## config.mk

```make
export PLATFORM = sky130hd
export DESIGN_NAME = adc_gain_offset_calc_flat
export DESIGN_NICKNAME = d
export VERILOG_FILES = /design/src/rtl/adc_gain_offset_calc_if.sv /design/src/rtl/adc_gain_offset_calc.sv /design/src/flat_wrapper.sv
export SDC_FILE = /design/constraint.sdc
export NUM_CORES = 2
export LEC_CHECK = 0
export CELL_PAD_IN_SITES_DETAIL_PLACEMENT = 1
export CELL_PAD_IN_SITES_GLOBAL_PLACEMENT = 2
export CORE_ASPECT_RATIO = 0.5
export CORE_MARGIN = 4
export CORE_UTILIZATION = 35
export CTS_BUF_LIST = sky130_fd_sc_hd__clkbuf_16
export DETAILED_ROUTE_END_ITERATION = 8
export PLACE_DENSITY = 0.77
export SLEW_MARGIN = 15
export SYNTH_ARGS = -nofsm -noshare
export SYNTH_HDL_FRONTEND = slang
export SYNTH_SLANG_ARGS = --single-unit
```

## constraint.sdc

```tcl
create_clock -name i_clk -period 18.9 [get_ports i_clk]
set_input_delay 1.89 -clock i_clk [delete_from_list [all_inputs] [get_ports i_clk]]
set_output_delay 1.89 -clock i_clk [all_outputs]
set_load 0.02 [all_outputs]
```

## src/rtl/adc_gain_offset_calc_if.sv

```systemverilog
`default_nettype none
// ============================================================================
// Module : adc_gain_offset_calc_if
// Brief  : Sample-in / result-out handshake bundle for adc_gain_offset_calc.
// Rev    : 1.0
// ============================================================================
interface adc_gain_offset_calc_if #(
   parameter int ADC_WIDTH = 18
);
   logic [ADC_WIDTH-1:0] i_data;
   logic [2:0]           i_ch;
   logic                 i_valid;
   logic                 o_ready;
   logic [31:0]          o_data;
   logic [2:0]           o_ch;
   logic                 o_valid;
   logic                 i_ready;

   modport slave (
      input  i_data, i_ch, i_valid, i_ready,
      output o_ready, o_data, o_ch, o_valid
   );

   modport master (
      output i_data, i_ch, i_valid, i_ready,
      input  o_ready, o_data, o_ch, o_valid
   );
endinterface
`default_nettype wire

```

## src/rtl/adc_gain_offset_calc.sv

```systemverilog
`default_nettype none
// ============================================================================
// Module : adc_gain_offset_calc
// Brief  : 3-stage per-channel ADC gain/offset calibration with shadow factors.
//          Define GAIN_OFFSET_SAT_EN to clamp to signed 32 bits and flag o_sat.
// Rev    : 1.0
// ============================================================================
module adc_gain_offset_calc #(
   parameter int ADC_WIDTH = 18,
   parameter int FRAC_BITS = 16
) (
   input  logic                  i_clk,
   input  logic                  i_rst,
   adc_gain_offset_calc_if.slave bus,
   input  logic [31:0]           i_gain_c,
   input  logic [31:0]           i_gain_v,
   input  logic [31:0]           i_gain_dc_c,
   input  logic [31:0]           i_gain_dc_v,
   input  logic [31:0]           i_gain_r,
   input  logic [31:0]           i_gain_s,
   input  logic [31:0]           i_gain_t,
   input  logic [31:0]           i_offset_c,
   input  logic [31:0]           i_offset_v,
   input  logic [31:0]           i_offset_dc_c,
   input  logic [31:0]           i_offset_dc_v,
   input  logic [31:0]           i_offset_r,
   input  logic [31:0]           i_offset_s,
   input  logic [31:0]           i_offset_t,
   input  logic                  i_factor_load,
   input  logic                  i_clr_flags,
   output logic                  o_bad_ch,
   output logic                  o_sat
);
   localparam int         c_PROD_W = ADC_WIDTH + 32;
   localparam int         c_SUM_W  = c_PROD_W + 1;
   localparam logic [2:0] c_CH_BAD = 3'd7;

   logic [31:0] w_live_gain [0:7];
   logic [31:0] w_live_off  [0:7];
   logic [31:0] r_gain_sh   [0:7];
   logic [31:0] r_off_sh    [0:7];

   // Slot 7 is the invalid channel; it always holds zero factors.
   assign w_live_gain[0] = i_gain_c;    assign w_live_off[0] = i_offset_c;
   assign w_live_gain[1] = i_gain_v;    assign w_live_off[1] = i_offset_v;
   assign w_live_gain[2] = i_gain_dc_c; assign w_live_off[2] = i_offset_dc_c;
   assign w_live_gain[3] = i_gain_dc_v; assign w_live_off[3] = i_offset_dc_v;
   assign w_live_gain[4] = i_gain_r;    assign w_live_off[4] = i_offset_r;
   assign w_live_gain[5] = i_gain_s;    assign w_live_off[5] = i_offset_s;
   assign w_live_gain[6] = i_gain_t;    assign w_live_off[6] = i_offset_t;
   assign w_live_gain[7] = '0;          assign w_live_off[7] = '0;

   logic w_advance;
   logic w_accept;
   assign w_advance   = ~bus.o_valid | bus.i_ready;
   assign w_accept    = bus.i_valid & w_advance;
   assign bus.o_ready = w_advance;

   always_ff @(posedge i_clk or posedge i_rst) begin
      if (i_rst) begin
         for (int k = 0; k < 8; k++) begin
            r_gain_sh[k] <= '0;
            r_off_sh[k]  <= '0;
         end
      end else if (i_factor_load) begin
         for (int k = 0; k < 8; k++) begin
            r_gain_sh[k] <= w_live_gain[k];
            r_off_sh[k]  <= w_live_off[k];
         end
      end
   end

   // Stage 1: capture sample and its shadow factors (pre-load values on a
   // coincident i_factor_load, since the shadow update lands on the same edge).
   logic                 r_s1_valid;
   logic [ADC_WIDTH-1:0] r_s1_data;
   logic [2:0]           r_s1_ch;
   logic [31:0]          r_s1_gain;
   logic [31:0]          r_s1_off;

   always_ff @(posedge i_clk or posedge i_rst) begin
      if (i_rst) begin
         r_s1_valid <= 1'b0;
         r_s1_data  <= '0;
         r_s1_ch    <= '0;
         r_s1_gain  <= '0;
         r_s1_off   <= '0;
      end else if (w_advance) begin
         r_s1_valid <= w_accept & (bus.i_ch != c_CH_BAD);
         r_s1_data  <= bus.i_data;
         r_s1_ch    <= bus.i_ch;
         r_s1_gain  <= r_gain_sh[bus.i_ch];
         r_s1_off   <= r_off_sh[bus.i_ch];
      end
   end

   logic signed [c_PROD_W-1:0] w_prod;
   assign w_prod = $signed({{32{r_s1_data[ADC_WIDTH-1]}}, r_s1_data})
                 * $signed({{ADC_WIDTH{r_s1_gain[31]}}, r_s1_gain});

   logic                       r_s2_valid;
   logic signed [c_PROD_W-1:0] r_s2_prod;
   logic [2:0]                 r_s2_ch;
   logic [31:0]                r_s2_off;

   always_ff @(posedge i_clk or posedge i_rst) begin
      if (i_rst) begin
         r_s2_valid <= 1'b0;
         r_s2_prod  <= '0;
         r_s2_ch    <= '0;
         r_s2_off   <= '0;
      end else if (w_advance) begin
         r_s2_valid <= r_s1_valid;
         r_s2_prod  <= w_prod;
         r_s2_ch    <= r_s1_ch;
         r_s2_off   <= r_s1_off;
      end
   end

   // Arithmetic shift floors toward minus infinity; one guard bit for the add.
   logic signed [c_PROD_W-1:0] w_shift;
   logic [c_SUM_W-1:0]         w_sum;
   logic [31:0]                w_result;
   assign w_shift = r_s2_prod >>> FRAC_BITS;
   assign w_sum   = {w_shift[c_PROD_W-1], w_shift}
                  + {{(c_SUM_W-32){r_s2_off[31]}}, r_s2_off};

`ifdef GAIN_OFFSET_SAT_EN
   logic w_ovf;
   assign w_ovf    = ~((&w_sum[c_SUM_W-1:31]) | ~(|w_sum[c_SUM_W-1:31]));
   assign w_result = w_ovf ? (w_sum[c_SUM_W-1] ? 32'h8000_0000 : 32'h7FFF_FFFF)
                           : w_sum[31:0];

   always_ff @(posedge i_clk or posedge i_rst) begin
      if (i_rst)
         o_sat <= 1'b0;
      else if (w_advance & r_s2_valid & w_ovf)
         o_sat <= 1'b1;
      else if (i_clr_flags)
         o_sat <= 1'b0;
   end
`else
   logic w_unused_hi;
   assign w_unused_hi = ^w_sum[c_SUM_W-1:32];
   assign w_result    = w_sum[31:0];
   assign o_sat       = 1'b0;
`endif

   always_ff @(posedge i_clk or posedge i_rst) begin
      if (i_rst) begin
         bus.o_valid <= 1'b0;
         bus.o_data  <= '0;
         bus.o_ch    <= '0;
      end else if (w_advance) begin
         bus.o_valid <= r_s2_valid;
         bus.o_data  <= w_result;
         bus.o_ch    <= r_s2_ch;
      end
   end

   // Setting wins over a coincident clear.
   always_ff @(posedge i_clk or posedge i_rst) begin
      if (i_rst)
         o_bad_ch <= 1'b0;
      else if (w_accept & (bus.i_ch == c_CH_BAD))
         o_bad_ch <= 1'b1;
      else if (i_clr_flags)
         o_bad_ch <= 1'b0;
   end
endmodule
`default_nettype wire

```

## src/flat_wrapper.sv

```systemverilog
// flat-port wrapper written by rule: the top's interface ports become plain ports
module adc_gain_offset_calc_flat 
#(
   parameter int ADC_WIDTH = 18,
   parameter int FRAC_BITS = 16
)
  (i_clk, i_rst, i_gain_c, i_gain_v, i_gain_dc_c, i_gain_dc_v, i_gain_r, i_gain_s, i_gain_t, i_offset_c, i_offset_v, i_offset_dc_c, i_offset_dc_v, i_offset_r, i_offset_s, i_offset_t, i_factor_load, i_clr_flags, o_bad_ch, o_sat, bus_i_data, bus_i_ch, bus_i_valid, bus_i_ready, bus_o_ready, bus_o_data, bus_o_ch, bus_o_valid);
  adc_gain_offset_calc_if #(.ADC_WIDTH(ADC_WIDTH)) bus_i ();
  input  logic i_clk;
  input  logic i_rst;
  input  logic [31:0] i_gain_c;
  input  logic [31:0] i_gain_v;
  input  logic [31:0] i_gain_dc_c;
  input  logic [31:0] i_gain_dc_v;
  input  logic [31:0] i_gain_r;
  input  logic [31:0] i_gain_s;
  input  logic [31:0] i_gain_t;
  input  logic [31:0] i_offset_c;
  input  logic [31:0] i_offset_v;
  input  logic [31:0] i_offset_dc_c;
  input  logic [31:0] i_offset_dc_v;
  input  logic [31:0] i_offset_r;
  input  logic [31:0] i_offset_s;
  input  logic [31:0] i_offset_t;
  input  logic i_factor_load;
  input  logic i_clr_flags;
  output logic o_bad_ch;
  output logic o_sat;
  input wire logic [$bits(bus_i.i_data)-1:0] bus_i_data;
  input wire logic [$bits(bus_i.i_ch)-1:0] bus_i_ch;
  input wire logic [$bits(bus_i.i_valid)-1:0] bus_i_valid;
  input wire logic [$bits(bus_i.i_ready)-1:0] bus_i_ready;
  output wire logic [$bits(bus_i.o_ready)-1:0] bus_o_ready;
  output wire logic [$bits(bus_i.o_data)-1:0] bus_o_data;
  output wire logic [$bits(bus_i.o_ch)-1:0] bus_o_ch;
  output wire logic [$bits(bus_i.o_valid)-1:0] bus_o_valid;
  assign bus_i.i_data = bus_i_data;
  assign bus_i.i_ch = bus_i_ch;
  assign bus_i.i_valid = bus_i_valid;
  assign bus_i.i_ready = bus_i_ready;
  assign bus_o_ready = bus_i.o_ready;
  assign bus_o_data = bus_i.o_data;
  assign bus_o_ch = bus_i.o_ch;
  assign bus_o_valid = bus_i.o_valid;
  adc_gain_offset_calc #(.ADC_WIDTH(ADC_WIDTH), .FRAC_BITS(FRAC_BITS)) u_core (.i_clk(i_clk), .i_rst(i_rst), .bus(bus_i), .i_gain_c(i_gain_c), .i_gain_v(i_gain_v), .i_gain_dc_c(i_gain_dc_c), .i_gain_dc_v(i_gain_dc_v), .i_gain_r(i_gain_r), .i_gain_s(i_gain_s), .i_gain_t(i_gain_t), .i_offset_c(i_offset_c), .i_offset_v(i_offset_v), .i_offset_dc_c(i_offset_dc_c), .i_offset_dc_v(i_offset_dc_v), .i_offset_r(i_offset_r), .i_offset_s(i_offset_s), .i_offset_t(i_offset_t), .i_factor_load(i_factor_load), .i_clr_flags(i_clr_flags), .o_bad_ch(o_bad_ch), .o_sat(o_sat));
endmodule
```

== Word-level counts from Yosys, hierarchy flattened ==
Cells that the tools add are included.

* $add $sub $neg: 1
* $mul: 1
* Magnitude comparators: 1
* Eq/ne operators: 2
* Multiplexer cells: 8
* Bitwise gates (word level): 6
* Reductions and logical operators: 1

{| class="wikitable"
|+ Operators by type and width
! kind !! number
|-
| $bmux 32 s3 || 2
|-
| $mux 32 || 4
|-
| $mul 18x32->48 || 1
|-
| $add 32x32->32 || 1
|-
| $ge 4x4->1 const B || 1
|-
| $not 3->4 || 1
|-
| $and 1x1->1 || 3
|-
| $eq 3x3->1 const B || 1
|-
| $ne 3x3->1 const B || 1
|-
| $mux 1 || 2
|-
| $reduce_bool 2->1 || 1
|-
| $not 1->1 || 1
|-
| $or 1x1->1 || 1
|}

* Flip-flop bits (word level): 655
* Input bits: 475
* Word-level logic and storage cells: 47

== Longest topological paths before layout ==
* Depth in word-level cells: 5
* Depth in mapped cells: 26

== Worst setup path before layout ==
No wires, ideal clock.

* Kind: register to register
* Start: register u_core.r_s1_gain[17]
* End: register u_core.r_s2_prod[44]
* Setup time: 0.124 ns
* Data arrival time: 6.332 ns
* Data required time: 18.776 ns
* Setup slack: 12.444 ns
* Stages on the path, launching flop included: 26
* Buffers on the path: 2
* Clock period less this slack: 6.456 ns
* Path through: dfrtp_1 > clkbuf_1 > clkbuf_1 > nand2_1 > fa_1 > inv_1 > fa_1 > inv_1 > fa_1 > fa_1 > inv_1 > fa_1 > inv_1 > fa_1 > inv_1 > ha_1 > a21o_1 > a21o_1 > a21o_1 > a32o_1 > a211o_1 > a21oi_4 > a211oi_1 > nor2_1 > nor3_1 > a211o_1

* Word-level cells in the longest chain between the ends: 1

{| class="wikitable"
|+ RTL lines
! what !! RTL line !! text
|-
| start, declared || adc_gain_offset_calc.sv:78 || <nowiki>logic [31:0] r_s1_gain;</nowiki>
|-
| start signal, assigned || adc_gain_offset_calc.sv:92 || <nowiki>r_s1_gain <= r_gain_sh[bus.i_ch];</nowiki>
|-
| $mul 18x32->48 || adc_gain_offset_calc.sv:99 || <nowiki>* $signed({{ADC_WIDTH{r_s1_gain[31]}}, r_s1_gain});</nowiki>
|-
| end signal, assigned || adc_gain_offset_calc.sv:114 || <nowiki>r_s2_prod <= w_prod;</nowiki>
|-
| end, declared || adc_gain_offset_calc.sv:102 || <nowiki>logic signed [c_PROD_W-1:0] r_s2_prod;</nowiki>
|}

No other way between the ends.
A chain may end at the register's enable or synchronous reset.

== Worst setup path after layout ==
* Start: register u_core.r_s1_data[17]
* End: register u_core.r_s2_prod[44]

* Word-level cells in the longest chain between the ends: 1

{| class="wikitable"
|+ RTL lines
! what !! RTL line !! text
|-
| start, declared || adc_gain_offset_calc.sv:76 || <nowiki>logic [ADC_WIDTH-1:0] r_s1_data;</nowiki>
|-
| start signal, assigned || adc_gain_offset_calc.sv:90 || <nowiki>r_s1_data <= bus.i_data;</nowiki>
|-
| $mul 18x32->48 || adc_gain_offset_calc.sv:99 ||
|}

No other way between the ends.

==> run_results.csv <==
group,metric,value,unit
status,status,"completed",
critical_path,register_to_register_path_setup_slack,11.73,ns
sta,final-hold-violation-count,0,
final_layout,areaGrowthSynthToFinish,19.5,%
cts,cts_max_level,3,
sta,layout_worst_path_cycle_share,37.9,%
die,fp.dieW,526,um
sta,grt_setup_unrepaired,"no",
synthesis,synth.avg_cell_area,10.8,sq um
global_route,global_route_wire_length_before_repair,227000,um
job,max_cap_violations,0,
synthesis,synth_area,47000,sq um
critical_path,cp_common_cell,"sky130_fd_sc_hd__fa_1",
critical_path,arrival,7.69,ns
die,floorplan.initialDensity,35.5,%
cts,clock_latency,0.66,ns
cts,tritoncts_buffer_count,70,
sta,finalCriticalPeriod,7.17,ns
critical_path,worstPathBufferInverterCount,3,
sta,finalSetupViolations,0,
critical_path,critical_path_required,19.42,ns
critical_path,worst-path-max-fanout,22,
synthesis,ys_async_sr_fraction,100,%
critical_path,worstSetupStartpoint,"u_core.r_s1_data[17]$_DFFE_PP0N_",
synthesis,ys_ff_latch,639,
drt,antenna_violating_nets_post_route,0,
sta,slew_of_the_pin_with_the_lowest_slew_margin,1.17,ns
global_route,grtUsageTotal,21.2,%
critical_path,r2r_start,"u_core.r_s1_data[17]$_DFFE_PP0N_",
sta,max_freq,0.139,GHz
synthesis,synth_seq_area_share,34.0,%
critical_path,worstRegToRegCells,20,
global_route,globalRouteOverflowTotal,0,
cts,cts_buffer_depth,3,
synthesis,yosysWarnings,0,
sta,fin_tns_setup,0,ns
cts,hold_buffers,0,
cts,clock-sinks,639,
critical_path,timing.critical_path.slowest_stage_cell,"sky130_fd_sc_hd__dfrtp_1",
critical_path,endpoint,"u_core.r_s2_prod[44]$_DFFE_PP0N_",
hold_path,worstHoldPathType,"flip-flop to flip-flop",
drt,post_drt_wl_per_cell,22.6,um
synthesis,yosys.cell_count.top_type,"sky130_fd_sc_hd__nand2_1",
global_route,grt_max_degree,199,
cts,post_cts_resized,0,
drt,vias_after_detailed_routing,32574,
synthesis,postSynthCellCount,4339,
critical_path,worst_setup_path_start_kind,"flip-flop",
final_layout,layout_cell_share_with_drive_strength_beyond_1,14.2,%
synthesis,postSynthNetCount,5497,
global_route,grt_antenna_before_repair,61,
synthesis,synth.distinct_cells,60,
die,dieHeight,267,um
critical_path,timing.rr.end,"u_core.r_s2_prod[44]$_DFFE_PP0N_",
sta,timing.slew.headroom,21.0,%
synthesis,share_of_the_synthesized_area_in_the_top_cell_type,34.0,%
synthesis,synthTopCellsByCount,"sky130_fd_sc_hd__nand2_1 (694), sky130_fd_sc_hd__dfrtp_1 (639), sky130_fd_sc_hd__inv_1 (620)",
critical_path,path_delay_family,"adder cells",
synthesis,synth_flop_cell,"sky130_fd_sc_hd__dfrtp_1",
placement,globalplace.congestion,0.841,
final_layout,nNetsFinal,5878,
die,placementRows,94,
sta,timing.clock.skew,0.0426,ns
critical_path,end_kind,"flip-flop",
critical_path,worst_path_largest_cell_delay,0.71,ns
synthesis,largest_area_contributor_in_the_netlist,"sky130_fd_sc_hd__dfrtp_1",
die,dieArea,141000,sq um
cts,clkSlewWorstSetupHoldPaths,0.06,ns
drt,routed_wl,149000,um
cts,post_cts.repair.setup_buffers,0,
drt,detail_route.vias_per_cell,4.94,
cts,cts-root-buf,"sky130_fd_sc_hd__clkbuf_16",
critical_path,criticalPathCategory,"flip-flop to flip-flop",
global_route,first_global_vias,36792,
drt,first_iter_violations,1666,
die,design.portCount,514,
synthesis,netlist_top_cells_area,"sky130_fd_sc_hd__dfrtp_1 (34%), sky130_fd_sc_hd__fa_1 (23%), sky130_fd_sc_hd__mux2_2 (11%)",
critical_path,path_depth,20,
die,design.core.area,132000,sq um
drt,dr.pass1.iters,5,
cts,tritoncts,"yes",
synthesis,synth_edf_count,0,
sta,report.final.slew_viol_count,0,
drt,detail_route.drc_violations,0,
critical_path,timing.critical_path.cells,"inv_1, nor2_1, fa_1, fa_1, fa_1, fa_1, fa_1, inv_1, fa_1, inv_1, ha_1, and3_1, and3_1, a32o_1, a211o_1, a21oi_4, a211oi_1, nor2_1, nor3_1, a211o_1",
placement,dp.final_hpwl,113000,um
placement,io_buffers,512,
==> sequential cells by signal, indices dropped and copies added, names as in the netlist, 18 cells and up <==
register           count
u_core.r_gain_sh     224
u_core.r_off_sh      224
u_core.bus.o_data     32
u_core.r_s1_gain      32
u_core.r_s1_off       32
u_core.r_s2_off       32
u_core.r_s2_prod      32
u_core.r_s1_data      18
==> final cells by class <==
cell class,instances,area [sq um]
timing repair buffer,565,5570
multi-input combinational,2824,27700
tap,1776,2220
sequential,639,16000
fill,14491,76300
clock buffer,70,1750
clock inverter,54,468
antenna,45,113
inverter,620,2330
==> cell families after synthesis <==
family / synth area share [%]
xor gates and xnor gates: 1.25
and+or+nand+nor: 10.0
muxes: 15.9
DFF: 34.0
other: 0.00798
buffers and inverters: 7.01
AOI/OAI and AO/OA: 5.00
adders and majority gates: 26.8
==> cells in the final DEF, fill, tap and decap left out, types with 16 or more instances in the layout <==
cell type	count
sky130_fd_sc_hd__nand2_1	694
sky130_fd_sc_hd__nor2_1	90
sky130_fd_sc_hd__clkdlybuf4s50_1	508
sky130_fd_sc_hd__dfrtp_1	639
sky130_fd_sc_hd__o21ai_0	172
sky130_fd_sc_hd__xor2_1	25
sky130_fd_sc_hd__o21ai_1	16
sky130_fd_sc_hd__mux4_2	64
sky130_fd_sc_hd__inv_1	637
sky130_fd_sc_hd__and2_1	211
sky130_fd_sc_hd__a21o_1	23
sky130_fd_sc_hd__xnor2_1	42
sky130_fd_sc_hd__buf_4	49
sky130_fd_sc_hd__diode_2	45
sky130_fd_sc_hd__o211ai_1	36
sky130_fd_sc_hd__fa_1	539
sky130_fd_sc_hd__a21oi_1	81
sky130_fd_sc_hd__ha_1	144
sky130_fd_sc_hd__mux2i_1	96
sky130_fd_sc_hd__mux2_2	449
sky130_fd_sc_hd__clkbuf_16	70
==> metal layers <==
layer	GRT usage [%]	up-vias	part of all wire, %
met3	3.64	232	4.6
met4	8.34	12	3.4
met2	35.8	563	50
li1	-	14556	-
met1	27.2	17211	42
met5	0	-	0.038
==> stage by stage <==
step / hold slack [ns] / std cells / area, sq um / utilization, % / setup WS [ns]
2_1_floorplan: 0.435 / 4339 / 47000 / - / 8.28
3_3_place_gp: 0.449 / 6424 / 53800 / 40.6 / 11.86
3_5_place_dp: 0.458 / 6424 / 53800 / 40.6 / 11.81
4_1_cts: 0.472 / 6548 / 56000 / 42.3 / 11.77
5_1_grt: 0.497 / 6585 / 56100 / 42.4 / 11.41
6_report: 0.470 / 6593 / 56200 / 42.4 / 11.73
==> worst min path at each step <==
| stage | start | endpoint | slack (ns) | cells past startpoint |
|---|---|---|---|---|
| after global placement | u_core.r_s1_ch[1]$_DFFE_PP0N_ | u_core.r_s1_ch[1]$_DFFE_PP0N_ | 0.45 | 2 |
| after global routing | u_core.r_s1_ch[2]$_DFFE_PP0N_ | u_core.r_s2_ch[2]$_DFFE_PP0N_ | 0.50 | 2 |
| final | u_core.r_s2_ch[0]$_DFFE_PP0N_ | u_core.r_s2_ch[0]$_DFFE_PP0N_ | 0.47 | 2 |
| after detailed placement | u_core.r_s1_ch[2]$_DFFE_PP0N_ | u_core.r_s1_ch[2]$_DFFE_PP0N_ | 0.46 | 2 |
| after CTS | u_core.r_s1_ch[2]$_DFFE_PP0N_ | u_core.r_s1_ch[2]$_DFFE_PP0N_ | 0.47 | 2 |
| after floorplan | u_core.r_s2_valid$_DFFE_PP0N_ | u_core.bus.o_valid$_DFFE_PP0N_ | 0.43 | 1 |
==> tightest hold or removal path, cell delays in order, from the launching register on <==
cell and delay [ns]:
sky130_fd_sc_hd__dfrtp_1 0.34, sky130_fd_sc_hd__nand2_1 0.05, sky130_fd_sc_hd__nand2_1 0.05
Power is not shown: default switching activity piles up to over one toggle a cycle in this logic, so the estimate is an artifact.
